[src/rtl/i2c_slave_regfile_if.sv]
// Byte-level link between the I2C slave byte core and the register-file driver.
// The byte core drives through the master modport; the register file uses the slave modport.
interface i2c_slave_regfile_if;
    logic [6:0] address;
    logic [7:0] datareceive;
    logic       received;
    logic [7:0] datasend;
    logic       sended;
    logic       bus_stop;

    modport master (
        input  address,
        input  datasend,
        output datareceive,
        output received,
        output sended,
        output bus_stop
    );

    modport slave (
        output address,
        output datasend,
        input  datareceive,
        input  received,
        input  sended,
        input  bus_stop
    );
endinterface

[src/rtl/i2c_slave_regfile.sv]
// Register-file driver behind the I2C slave byte core: pointer-set write, sequential
// write/read with wrap, read-only chip-ID and live status, RW registers exported to fabric.
module i2c_slave_regfile #(
    parameter logic [6:0] SLAVE_ADDRESS = 7'h3C,
    parameter int         NUM_REGS      = 8,
    parameter int         PTR_W         = 3,
    parameter logic [7:0] CHIP_ID       = 8'hA5,
    parameter logic [7:0] RW_RESET      = 8'h00
) (
    input  logic                  clk,
    input  logic                  reset,
    i2c_slave_regfile_if.slave    bus,
    input  logic [7:0]            status_in,
    output logic [NUM_REGS*8-1:0] regs_flat,
    output logic                  wr_strobe,
    output logic [PTR_W-1:0]      wr_index,
    output logic                  err
);

    typedef enum logic [1:0] {IDLE, DATA, LOCK} state_t;

    localparam logic [PTR_W-1:0] LAST   = PTR_W'(NUM_REGS - 1);
    localparam logic [8:0]       NREGS9 = 9'(NUM_REGS);

    function automatic logic [PTR_W-1:0] ptr_inc(input logic [PTR_W-1:0] p);
        return (p == LAST) ? '0 : p + 1'b1;
    endfunction

    state_t           state, state_nxt;
    logic [PTR_W-1:0] ptr, ptr_nxt;
    logic             wr_en, err_set;
    logic             received_p1, sended_p1, armed_p1;
    logic             rx_ev, tx_ev;
    logic [7:0]       rw_regs [NUM_REGS];
    logic [7:0]       rd_byte;
    logic [7:0]       datasend_p1;

    assign bus.address  = SLAVE_ADDRESS;
    assign bus.datasend = datasend_p1;

    // Stage p1: edge history; armed_p1 masks the first cycle out of reset so a
    // level already high at release is absorbed instead of seen as an edge.
    always_ff @(posedge clk) begin
        if (!reset) begin
            received_p1 <= 1'b0;
            sended_p1   <= 1'b0;
            armed_p1    <= 1'b0;
        end else begin
            received_p1 <= bus.received;
            sended_p1   <= bus.sended;
            armed_p1    <= 1'b1;
        end
    end

    assign rx_ev = bus.received & ~received_p1 & armed_p1;
    assign tx_ev = bus.sended   & ~sended_p1   & armed_p1;

    always_comb begin
        state_nxt = state;
        ptr_nxt   = ptr;
        wr_en     = 1'b0;
        err_set   = 1'b0;
        if (bus.bus_stop) begin
            state_nxt = IDLE;
        end else begin
            err_set = rx_ev & tx_ev;
            case (state)
                IDLE: begin
                    if (rx_ev) begin
                        if ({1'b0, bus.datareceive} < NREGS9) begin
                            ptr_nxt   = bus.datareceive[PTR_W-1:0];
                            state_nxt = DATA;
                        end else begin
                            err_set   = 1'b1;
                            state_nxt = LOCK;
                        end
                    end else if (tx_ev) begin
                        ptr_nxt = ptr_inc(ptr);
                    end
                end
                DATA: begin
                    if (rx_ev) begin
                        wr_en   = (ptr >= PTR_W'(2));
                        ptr_nxt = ptr_inc(ptr);
                    end else if (tx_ev) begin
                        ptr_nxt = ptr_inc(ptr);
                    end
                end
                default: ;
            endcase
        end
    end

    // Stage p1: control state
    always_ff @(posedge clk) begin
        if (!reset) begin
            state     <= IDLE;
            ptr       <= '0;
            err       <= 1'b0;
            wr_strobe <= 1'b0;
        end else begin
            state     <= state_nxt;
            ptr       <= ptr_nxt;
            err       <= err | err_set;
            wr_strobe <= wr_en;
        end
    end

    always_ff @(posedge clk) begin
        if (wr_en) wr_index <= ptr;
    end

    always_comb begin
        rd_byte = rw_regs[ptr];
        if (ptr == '0)
            rd_byte = CHIP_ID;
        else if (ptr == PTR_W'(1))
            rd_byte = status_in;
    end

    // Stage p1: register storage and the byte offered for the next master read
    always_ff @(posedge clk) begin
        if (!reset) begin
            for (int i = 0; i < NUM_REGS; i++) rw_regs[i] <= RW_RESET;
            datasend_p1 <= 8'h00;
        end else begin
            if (wr_en) rw_regs[ptr] <= bus.datareceive;
            datasend_p1 <= rd_byte;
        end
    end

    for (genvar i = 0; i < NUM_REGS; i++) begin : g_flat
        if (i == 0) begin : g_id
            assign regs_flat[7:0] = CHIP_ID;
        end else if (i == 1) begin : g_st
            assign regs_flat[15:8] = status_in;
        end else begin : g_rw
            assign regs_flat[8*i +: 8] = rw_regs[i];
        end
    end

endmodule

[src/flat_wrapper.sv]
// flat-port wrapper written by rule: the top's interface ports become plain ports
module i2c_slave_regfile_flat 
#(
    parameter logic [6:0] SLAVE_ADDRESS = 7'h3C,
    parameter int         NUM_REGS      = 8,
    parameter int         PTR_W         = 3,
    parameter logic [7:0] CHIP_ID       = 8'hA5,
    parameter logic [7:0] RW_RESET      = 8'h00
)
  (clk, reset, status_in, regs_flat, wr_strobe, wr_index, err, bus_address, bus_datasend, bus_datareceive, bus_received, bus_sended, bus_bus_stop);
  i2c_slave_regfile_if bus_i ();
  input  logic clk;
  input  logic reset;
  input  logic [7:0] status_in;
  output logic [NUM_REGS*8-1:0] regs_flat;
  output logic wr_strobe;
  output logic [PTR_W-1:0] wr_index;
  output logic err;
  output wire logic [$bits(bus_i.address)-1:0] bus_address;
  output wire logic [$bits(bus_i.datasend)-1:0] bus_datasend;
  input wire logic [$bits(bus_i.datareceive)-1:0] bus_datareceive;
  input wire logic [$bits(bus_i.received)-1:0] bus_received;
  input wire logic [$bits(bus_i.sended)-1:0] bus_sended;
  input wire logic [$bits(bus_i.bus_stop)-1:0] bus_bus_stop;
  assign bus_address = bus_i.address;
  assign bus_datasend = bus_i.datasend;
  assign bus_i.datareceive = bus_datareceive;
  assign bus_i.received = bus_received;
  assign bus_i.sended = bus_sended;
  assign bus_i.bus_stop = bus_bus_stop;
  i2c_slave_regfile #(.SLAVE_ADDRESS(SLAVE_ADDRESS), .NUM_REGS(NUM_REGS), .PTR_W(PTR_W), .CHIP_ID(CHIP_ID), .RW_RESET(RW_RESET)) u_core (.clk(clk), .reset(reset), .bus(bus_i), .status_in(status_in), .regs_flat(regs_flat), .wr_strobe(wr_strobe), .wr_index(wr_index), .err(err));
endmodule
[config.mk]
export PLATFORM = sky130hd
export DESIGN_NAME = i2c_slave_regfile_flat
export DESIGN_NICKNAME = d
export VERILOG_FILES = /design/src/rtl/i2c_slave_regfile_if.sv /design/src/rtl/i2c_slave_regfile.sv /design/src/flat_wrapper.sv
export SDC_FILE = /design/constraint.sdc
export NUM_CORES = 1
export LEC_CHECK = 0
export CAP_MARGIN = 20
export CORE_UTILIZATION = 50
export CTS_CLUSTER_DIAMETER = 50
export CTS_CLUSTER_SIZE = 40
export DETAILED_ROUTE_END_ITERATION = 8
export PLACE_DENSITY = 0.81
export SLEW_MARGIN = 20
export SYNTH_ARGS = -nofsm -noshare
export SYNTH_HDL_FRONTEND = slang
export SYNTH_SLANG_ARGS = --single-unit
[constraint.sdc]
create_clock -name clk -period 4.4 [get_ports clk]
set_clock_uncertainty 0.15 [all_clocks]
set_input_delay 0.88 -clock clk [delete_from_list [all_inputs] [get_ports clk]]
set_output_delay 0.88 -clock clk [all_outputs]
set_load 0.005 [all_outputs]
# Yosys cells after proc, flatten, opt, wreduce, memory -nomap -nowiden

Memory sizes are Yosys's and may differ from the RTL's. A register that Yosys moved wholly into a read port is not among the register bits.
Index checks and enable logic that the tools add are counted.

Add/sub/neg operators: 1
$lt $le $gt $ge: 2
Equality and inequality tests: 4
Bitwise gates (word level): 10
Div/mod/pow operators: 0
Multipliers: 0
Multiplexer cells: 26
Shift-type cells: 0
Reductions and logical operators: 8

Operators by type and width:

| cell                                                                  | number |
|---|---|
| 3-bit two-way mux                                                     | 8 |
| 8-bit two-way mux                                                     | 3 |
| 1-bit two-way mux                                                     | 13 |
| 8-bit by 4-bit < comparator with 1-bit output, second input constant  | 1 |
| 8-bit OR reduction                                                    | 1 |
| 3-bit one-hot mux with 2 select lines                                 | 1 |
| 1-bit AND                                                             | 5 |
| 1-bit NOT                                                             | 4 |
| 2-bit OR reduction                                                    | 2 |
| 3-bit by 1-bit adder with 3-bit output, second input constant         | 1 |
| 3-bit by 1-bit == test with 1-bit output, second input constant       | 1 |
| 3-bit == test, second input constant                                  | 1 |
| 3-bit by 2-bit >= comparator with 1-bit output, second input constant | 1 |
| 3-bit zero test                                                       | 1 |
| 3-bit inequality test, second input constant                          | 1 |
| 3-bit AND reduction                                                   | 1 |
| 2-bit by 1-bit == test with 1-bit output, second input constant       | 1 |
| 2-bit zero test                                                       | 1 |
| 2-bit two-way mux                                                     | 1 |
| 2-bit AND reduction                                                   | 1 |
| 2-bit nonzero test                                                    | 1 |
| 1-bit bitwise OR                                                      | 1 |

Bits in writable memories: 64
Bits in registers: 21
Input bits: 21
Output and inout bits: 84
Logic and storage cells: 62
Latch bits: 0
Bits in read-only memories: 0
Memories kept: 1

Memory list:

| name           | words | bits a word | rd ports | clocked after memory_dff | write ports | RTL line                | source |
|---|---|---|---|---|---|---|---|
| u_core.rw_regs | 8     | 8           | 7        | 1                        | 8           | i2c_slave_regfile.sv:34 | `logic [7:0] rw_regs [NUM_REGS];` |

# Depth between registers and ports, before layout

Gate-level depths: netlist of run 1.

Word-level depth: 11
Gate-level depth with buffers: 8
Gate-level depth less buffers: 6

# Least setup slack after synthesis of run 1

No wires, ideal clock.

Path type: register -> register
Start: register u_core.ptr[0]
End: memory u_core.rw_regs[1][0] (enable)
Stages on the path, launching flop included: 9
Clock period less this slack: 2.801 ns
Path buffers: 2
Arrival: 2.317 ns
Library setup time: 0.334 ns
Path slack: 1.599 ns
Data required time: 3.916 ns
Path through: dfxtp_1 buf_2 inv_1 ha_1 nor3_1 or4_4 buf_6 nor4_4 nand2b_1

RTL lines:

| what                   | RTL line                 | source |
|---|---|---|
| start, declared        | i2c_slave_regfile.sv:30  | `logic [PTR_W-1:0] ptr, ptr_nxt;` |
| start signal, assigned | i2c_slave_regfile.sv:103 | `ptr <= ptr_nxt;` |
| end, declared          | i2c_slave_regfile.sv:34  |  |

==> flow_metrics.env, run 1 <==
export IMPL_cp_arrival_ns=3.15
export IMPL_synth_simple_area_share_pct=19.3
export IMPL_ir_worst_vdd_uv=189
export IMPL_dieArea_um2=8890
export IMPL_cp_max_fo=11
export IMPL_clock_sink_count=88
export IMPL_yosysSeqAreaShare_pct=57.1
export IMPL_clockBufferDepth=2
export IMPL_setup_violations=0
export IMPL_grt_overflow=0
export IMPL_power_density_nw_per_um2=332
export IMPL_instances_no_fill=511
export IMPL_fin_util_pct=64.5
export IMPL_io_pin_count=105
export IMPL_hold_violations=0
export IMPL_syn_area_per_cell_um2=13.2
export IMPL_slew_headroom_pct=47.7
export IMPL_netlist_instances=323
export IMPL_port_buffers=89
export IMPL_coreArea_um2=8220
export IMPL_critPathLaunchType="flip-flop"
export IMPL_ys_types=38
export IMPL_wl_um=10300
export IMPL_drt_first_pass_iters=4
export IMPL_syn_area_um2=4260
export IMPL_antennaDiodeCount=0
export IMPL_ctsHoldBuffers=0
export IMPL_wl_per_cell_um=20.2
export IMPL_leakage_nw=1.93
export IMPL_area_delta_synth_final_pct=24.5
export IMPL_fin_crit_ns=3.27
export IMPL_synthTopCellsByArea="edfxtp_1 47%, dfxtp_1 9.9%, and2_1 9.8%"
export IMPL_ctsResizeCount=0
export IMPL_power_mw=1.76
export IMPL_critPathRequiredTime_ns=4.27
export IMPL_whs_ns=0.325
export IMPL_nNetsFinal=427
export IMPL_fmax_ghz=0.306
export IMPL_dp_cells=495
export IMPL_synth_top_area_share_pct=47.3
export IMPL_grt_pass1_vias=2778
export IMPL_final_cell_mix="89 x clkdlybuf4s50_1, 67 x and2_1, 67 x edfxtp_1"
export IMPL_die_h_um=94.3
export IMPL_tightest_slew_ns=0.784
export IMPL_final_common_cell="clkdlybuf4s50_1"
export IMPL_yosysTopAreaCell="edfxtp_1"
export IMPL_synthFlopType="edfxtp_1"
export IMPL_drive_above_1_share_pct=8.62
export IMPL_synthArstFlopShare_pct=0
export IMPL_root_buffer="clkbuf_8"
export IMPL_drt_iter0_drc=210
export IMPL_worstSetupPathType="flip-flop to flip-flop"
export IMPL_worstSetupEndpointType="flip-flop"
export IMPL_clkLatencyLatePin_ns=0.36
export IMPL_h_tree_depth=3
export IMPL_rsz0062_at_grt="false"
export IMPL_dp_hpwl_um=7670
export IMPL_cts_tree="yes"
export IMPL_timing_setup_tns_ns=0
export IMPL_grt_total_usage_pct=24.5
export IMPL_post_cts_buffers=0
export IMPL_antenna_found_initial=0
export IMPL_gp_congestion=0.890
export IMPL_fin_crit_sh_pct=74.4
export IMPL_ys_ff_latch=88
export IMPL_yosysWarnings=0
export IMPL_die_w_um=94.3
export IMPL_grt_pass1_wl_um=15400
export IMPL_slew_viol_final=0
export IMPL_synth_compound_area_share_pct=6.35
export IMPL_drc=0
export IMPL_path_clk_slew_ns=0.08
export IMPL_cap_violations=0
export IMPL_synth_edf_count=67
export IMPL_ant_nets=0
export IMPL_synth_top_family_by_area="simple AND/OR/NAND/NOR gates"
export IMPL_grt_max_degree=18
export IMPL_start_util_pct=51.8
export IMPL_via_per_inst=5.57
export IMPL_rows=33
export IMPL_via_count=2845
export IMPL_synthXorXnorAreaFrac_pct=0
export IMPL_synth_fa_ha_area_share_pct=1.47
export IMPL_outcome="completed"
export IMPL_min_path_type="flip-flop to flip-flop"
export IMPL_cts_buffers=9
export IMPL_synthMuxAreaShare_pct=9.20
per-stage QoR:
stage / instance area, µm² / worst slack, ns
global route: 5300 / 0.972
global placement: 5090 / 0.974
detailed placement: 5090 / 0.850
finish: 5300 / 1.13
CTS: 5300 / 1.16
floorplan: 4310 / 1.60
path summary, 6_finish.rpt:
path	start	to	slack (ns)	depth (start not counted)
min reg2reg	u_core.err	u_core.err	0.32	1
max reg2reg	u_core.ptr[0]	u_core.rw_regs[1][4]	1.13	6
max	u_core.ptr[0]	u_core.rw_regs[1][4]	1.13	6
min	u_core.err	u_core.err	0.32	1
layout make-up:
type,instances,area (µm²)
timing repair buffer,91,906
tap,105,131
clock inverter,5,72.6
fill,613,2920
clock buffer,11,131
sequential,88,2430
multi-input combinational,205,1600
inverter,6,22.5
worst max-delay path: stages (launching register included):
cell	delay, ns
dfxtp_1	0.55
inv_1	0.47
ha_1	0.23
nor3_1	0.05
or4_4	0.67
nor4_4	0.43
nand2b_1	0.39
registers in the layout, indices dropped and copies added (netlist names), named ones only:
| signal | flops |
|---|---|
| u_core.ptr | 3 |
| u_core.armed_p1 | 1 |
| u_core.bus.datasend | 8 |
| u_core.err | 1 |
| u_core.rw_regs | 64 |
| u_core.sended_p1 | 1 |
| u_core.state | 2 |
| u_core.wr_index | 3 |
| u_core.received_p1 | 1 |
| u_core.wr_strobe | 1 |
logic make-up after synthesis:
| family | after synthesis |
|---|---|
| other | 2 |
| AND/OR/NAND/NOR | 117 |
| buffers and inverters | 43 |
| adder cells (fa/ha/maj) | 5 |
| flip-flops | 88 |
| AO/OA/AOI/OAI | 39 |
| multiplexers | 29 |
power breakdown:
| group | internal [mW] | switching, mW |
|---|---|---|
| Combinational | 0.111 | 0.104 |
| Sequential | 0.924 | 0.0393 |
| Clock | 0.316 | 0.266 |
metal layers:
metal,vias up,global-route usage [%],routed length (µm)
met4,0,8.97,151
met5,-,0,0
met3,14,5.02,879
met1,1390,33.0,4270
li1,1290,-,-
met2,151,39.3,5010
cell usage after synthesis, types with 5 or more instances:
cell type	instances
a211oi_1	11
a21oi_1	13
and2_1	67
buf_4	24
clkbuf_1	7
dfxtp_1	21
edfxtp_1	67
ha_1	5
inv_1	6
mux2i_1	20
mux4_2	8
nand2b_1	13
nand3_1	7
nor2_1	7
No activity file was read; power rests on OpenSTA's default activity.
==> inputs of run 2 (changes only) <==
Settings changed: CORE_UTILIZATION 50 to 45, PLACE_DENSITY 0.81 to 0.77.
Clock period 4.4 ns to 3 ns, I/O delays scaled along.
==> flow_metrics.env, run 2 (synthesis gave the netlist of run 1 again) <==
export IMPL_outcome="completed"
export IMPL_dp_cells=524
export IMPL_top_register="u_core.rw_regs"
export IMPL_dieArea_um2=9850
export IMPL_ctsHoldBuffers=0
export IMPL_ctsResizeCount=0
export IMPL_io_pin_count=105
export IMPL_area_delta_synth_final_pct=29.3
export IMPL_clkLatencyLatePin_ns=0.36
export IMPL_drive_above_1_share_pct=14.5
export IMPL_multi_input_area_um2=1600
export IMPL_grt_max_degree=16
export IMPL_power_density_nw_per_um2=460
export IMPL_fin_crit_sh_pct=90.7
export IMPL_port_buffers=89
export IMPL_whs_endpoint="u_core.err"
export IMPL_filler_cell_count=758
export IMPL_die_w_um=99.3
export IMPL_grt_total_usage_pct=21.8
export IMPL_cp_max_fo=10
export IMPL_drc=0
export IMPL_largest_reg_flops=64
export IMPL_grt_pass1_wl_um=15800
export IMPL_critPathLaunchType="input pin"
export IMPL_post_cts_buffers=0
export IMPL_via_per_inst=5.43
export IMPL_rows=35
export IMPL_holdCritStartpoint="u_core.err"
export IMPL_place_ws_ns=-0.0996
export IMPL_grt_overflow=0
export IMPL_antennaDiodeCount=0
export IMPL_min_path_type="flip-flop to flip-flop"
export IMPL_ff2ff_path_depth=5
export IMPL_ant_nets=0
export IMPL_holdPathStages=1
export IMPL_cts_buffers=9
export IMPL_slew_headroom_pct=47.0
export IMPL_final_common_cell="clkdlybuf4s50_1"
export IMPL_h_tree_depth=3
export IMPL_fin_crit_ns=2.72
export IMPL_nNetsFinal=450
export IMPL_worstSetupPathType="input pin to flip-flop"
export IMPL_dp_hpwl_um=7930
export IMPL_worstSetupEndpointType="flip-flop"
export IMPL_power_mw=2.53
export IMPL_r2r_start="u_core.ptr[1]"
export IMPL_root_buffer="clkbuf_8"
export IMPL_wl_per_cell_um=19.2
export IMPL_final_cell_mix="89 x clkdlybuf4s50_1, 67 x and2_1, 67 x edfxtp_1"
export IMPL_hold_violations=0
export IMPL_antenna_found_initial=0
export IMPL_clock_sink_count=88
export IMPL_grt_pass1_vias=2879
export IMPL_fin_util_pct=59.8
export IMPL_drt_iter0_drc=209
export IMPL_wl_um=10400
export IMPL_cts_tree="yes"
export IMPL_rrSetupSlack_ns=0.49
export IMPL_whs_ns=0.327
export IMPL_worst_slack_ns=0.279
export IMPL_regArea_um2=2430
export IMPL_via_count=2934
export IMPL_coreArea_um2=9200
export IMPL_cap_violations=0
export IMPL_rsz0062_at_grt="false"
export IMPL_ir_worst_vdd_uv=398
export IMPL_start_util_pct=46.3
export IMPL_drt_first_pass_iters=5
export IMPL_slew_viol_final=0
export IMPL_leakage_nw=2.05
export IMPL_cp_arrival_ns=2.59
export IMPL_gp_congestion=0.917
export IMPL_fmax_ghz=0.367
export IMPL_path_clk_slew_ns=0.08
export IMPL_die_h_um=99.3
export IMPL_tightest_slew_ns=0.794
export IMPL_clockBufferDepth=2
export IMPL_r2r_end="u_core.rw_regs[1][4]"
export IMPL_setup_violations=0
export IMPL_critPathRequiredTime_ns=2.86
export IMPL_instances_no_fill=540
[run 2: worst max-delay path, stage by stage]
cell and delay [ns]:
clkdlybuf4s50_1 0.54, nand3b_4 0.09, or4_4 0.68, nor4_4 0.28, nand2b_1 0.39
[run 2: power breakdown]
group          switching [mW]  internal (mW)
combinational           0.164          0.182
clock                   0.436          0.351
sequential             0.0456           1.35
total                   0.645           1.89
[run 2: how the worst max path moves through the flow]
stage	to	start
2_1_floorplan	u_core.rw_regs[1][0]	u_core.ptr[0]
3_3_place_gp	u_core.rw_regs[5][5]	bus_received
3_5_place_dp	u_core.rw_regs[1][7]	bus_received
4_1_cts	u_core.rw_regs[1][7]	bus_received
5_1_grt	u_core.rw_regs[1][5]	bus_received
6_report	u_core.rw_regs[1][4]	bus_received
[run 2: through the flow]
stage / instance area [µm²] / TNS, ns
6_report: 5500 / 0
5_1_grt: 5500 / 0
4_1_cts: 5500 / 0
3_5_place_dp: 5310 / -1.11
3_3_place_gp: 5310 / 0
2_1_floorplan: 4310 / 0
[run 2: metal layers]
layer / track usage [%] / wire, µm
met4: 4.19 / 122
met5: 0 / 0
met1: 27.9 / 4140
met2: 39.0 / 5320
met3: 4.15 / 776
[run 2: cell type report]
class / count / area share [%]
clock inverter: 5 / 0.705
inverter: 6 / 0.409
tap: 111 / 2.52
timing repair buffer: 114 / 20.3
sequential: 88 / 44.2
multi-input combinational: 205 / 29.1
clock buffer: 11 / 2.75
==> inputs of run 3 (changes only) <==
Settings changed: CORE_MARGIN from default to 8, SLEW_MARGIN 20 to 5.
==> flow_metrics.env, run 3 (synthesis gave the netlist of run 1 again) <==
export IMPL_outcome="completed"
export IMPL_timing_setup_tns_ns=0
export IMPL_cts_tree="yes"
export IMPL_wl_per_cell_um=21.1
export IMPL_final_common_cell="clkdlybuf4s50_1"
export IMPL_slew_headroom_pct=51.6
export IMPL_grt_total_usage_pct=18.0
export IMPL_whs_endpoint="u_core.err"
export IMPL_ant_nets=0
export IMPL_die_h_um=113
export IMPL_drt_iter0_drc=172
export IMPL_whs_ns=0.330
export IMPL_h_tree_depth=3
export IMPL_antenna_found_initial=0
export IMPL_worstSetupEndpointType="flip-flop"
export IMPL_critPathRequiredTime_ns=2.87
export IMPL_post_cts_buffers=0
export IMPL_holdPathStages=1
export IMPL_r2r_start="u_core.ptr[2]"
export IMPL_ctsHoldBuffers=0
export IMPL_drt_first_pass_iters=4
export IMPL_rrSetupSlack_ns=0.55
export IMPL_via_per_inst=5.42
export IMPL_cap_violations=0
export IMPL_largest_reg_flops=64
export IMPL_clockBufferDepth=2
export IMPL_tightest_slew_ns=0.724
export IMPL_clkLatencyLatePin_ns=0.36
export IMPL_top_register="u_core.rw_regs"
export IMPL_wl_um=11400
export IMPL_ff2ff_path_depth=4
export IMPL_final_area_um2=5500
export IMPL_start_util_pct=46.3
export IMPL_coreArea_um2=9200
export IMPL_final_cell_mix="89 x clkdlybuf4s50_1, 67 x and2_1, 67 x edfxtp_1"
export IMPL_rows=35
export IMPL_cp_arrival_ns=2.55
export IMPL_drc=0
export IMPL_die_w_um=113
export IMPL_gp_congestion=0.890
export IMPL_ctsResizeCount=0
export IMPL_via_count=2920
export IMPL_fin_crit_sh_pct=89.3
export IMPL_drive_above_1_share_pct=13.8
export IMPL_dieArea_um2=12800
export IMPL_antennaDiodeCount=0
export IMPL_path_clk_slew_ns=0.08
export IMPL_leakage_nw=2.05
export IMPL_dp_hpwl_um=8770
export IMPL_hold_violations=0
export IMPL_clock_sink_count=88
export IMPL_grt_pass1_vias=3050
export IMPL_rsz0062_at_grt="false"
export IMPL_io_pin_count=105
export IMPL_cts_buffers=9
export IMPL_fmax_ghz=0.373
export IMPL_multi_input_area_um2=1600
export IMPL_critPathLaunchType="input pin"
export IMPL_placed_area_um2=5290
export IMPL_cp_max_fo=10
export IMPL_power_mw=2.63
export IMPL_area_delta_synth_final_pct=29.3
export IMPL_holdCritStartpoint="u_core.err"
export IMPL_port_buffers=89
export IMPL_grt_overflow=0
export IMPL_slew_viol_final=0
export IMPL_root_buffer="clkbuf_8"
export IMPL_grt_max_degree=16
export IMPL_min_path_type="flip-flop to flip-flop"
export IMPL_ir_worst_vdd_uv=305
export IMPL_fin_crit_ns=2.68
export IMPL_power_density_nw_per_um2=477
export IMPL_worstSetupPathType="input pin to flip-flop"
export IMPL_nNetsFinal=449
export IMPL_regArea_um2=2430
export IMPL_r2r_end="u_core.rw_regs[5][0]"
export IMPL_setup_violations=0
export IMPL_filler_cell_count=729
export IMPL_grt_pass1_wl_um=17400
run 3: worst max path at each step:
stage	start	end	slack, ns
2_1_floorplan	u_core.ptr[0]	u_core.rw_regs[1][0]	0.20
3_3_place_gp	bus_received	u_core.rw_regs[5][0]	0.02
3_5_place_dp	bus_received	u_core.rw_regs[5][7]	-0.06
4_1_cts	bus_received	u_core.rw_regs[5][0]	0.33
5_1_grt	bus_received	u_core.rw_regs[5][7]	0.25
6_report	bus_received	u_core.rw_regs[5][0]	0.32
run 3: where the power goes:
group	switching [mW]	internal [mW]
sequential	0.0452	1.36
clock	0.412	0.462
combinational	0.173	0.180
total	0.631	2.00
run 3: layout make-up:
type                       instances  area share, %
clock inverter                     7           1.57
timing repair buffer             113           19.9
inverter                           6          0.409
sequential                        88           44.2
multi-input combinational        205           29.1
clock buffer                       9           2.25
tap                              111           2.52
run 3: metal layers:
layer / wire, µm / global-route usage [%]
met1: 4430 / 21.3
met4: 198 / 8.53
met5: 0 / 0
met3: 1100 / 5.27
met2: 5650 / 29.4
run 3: metrics by stage:
step / utilization (%) / instances / setup WS, ns
floorplan: - / 336 / 0.199
global placement: 57.6 / 523 / 0.0214
detailed placement: 57.6 / 523 / -0.0580
CTS: 59.8 / 539 / 0.327
global route: 59.8 / 539 / 0.247
finish: 59.8 / 539 / 0.320
run 3: worst max-delay path, cell delays in order:
cell,delay [ns]
clkdlybuf4s50_1,0.54
nand3b_4,0.09
or4_4,0.67
nor4_4,0.26
nand2b_1,0.38
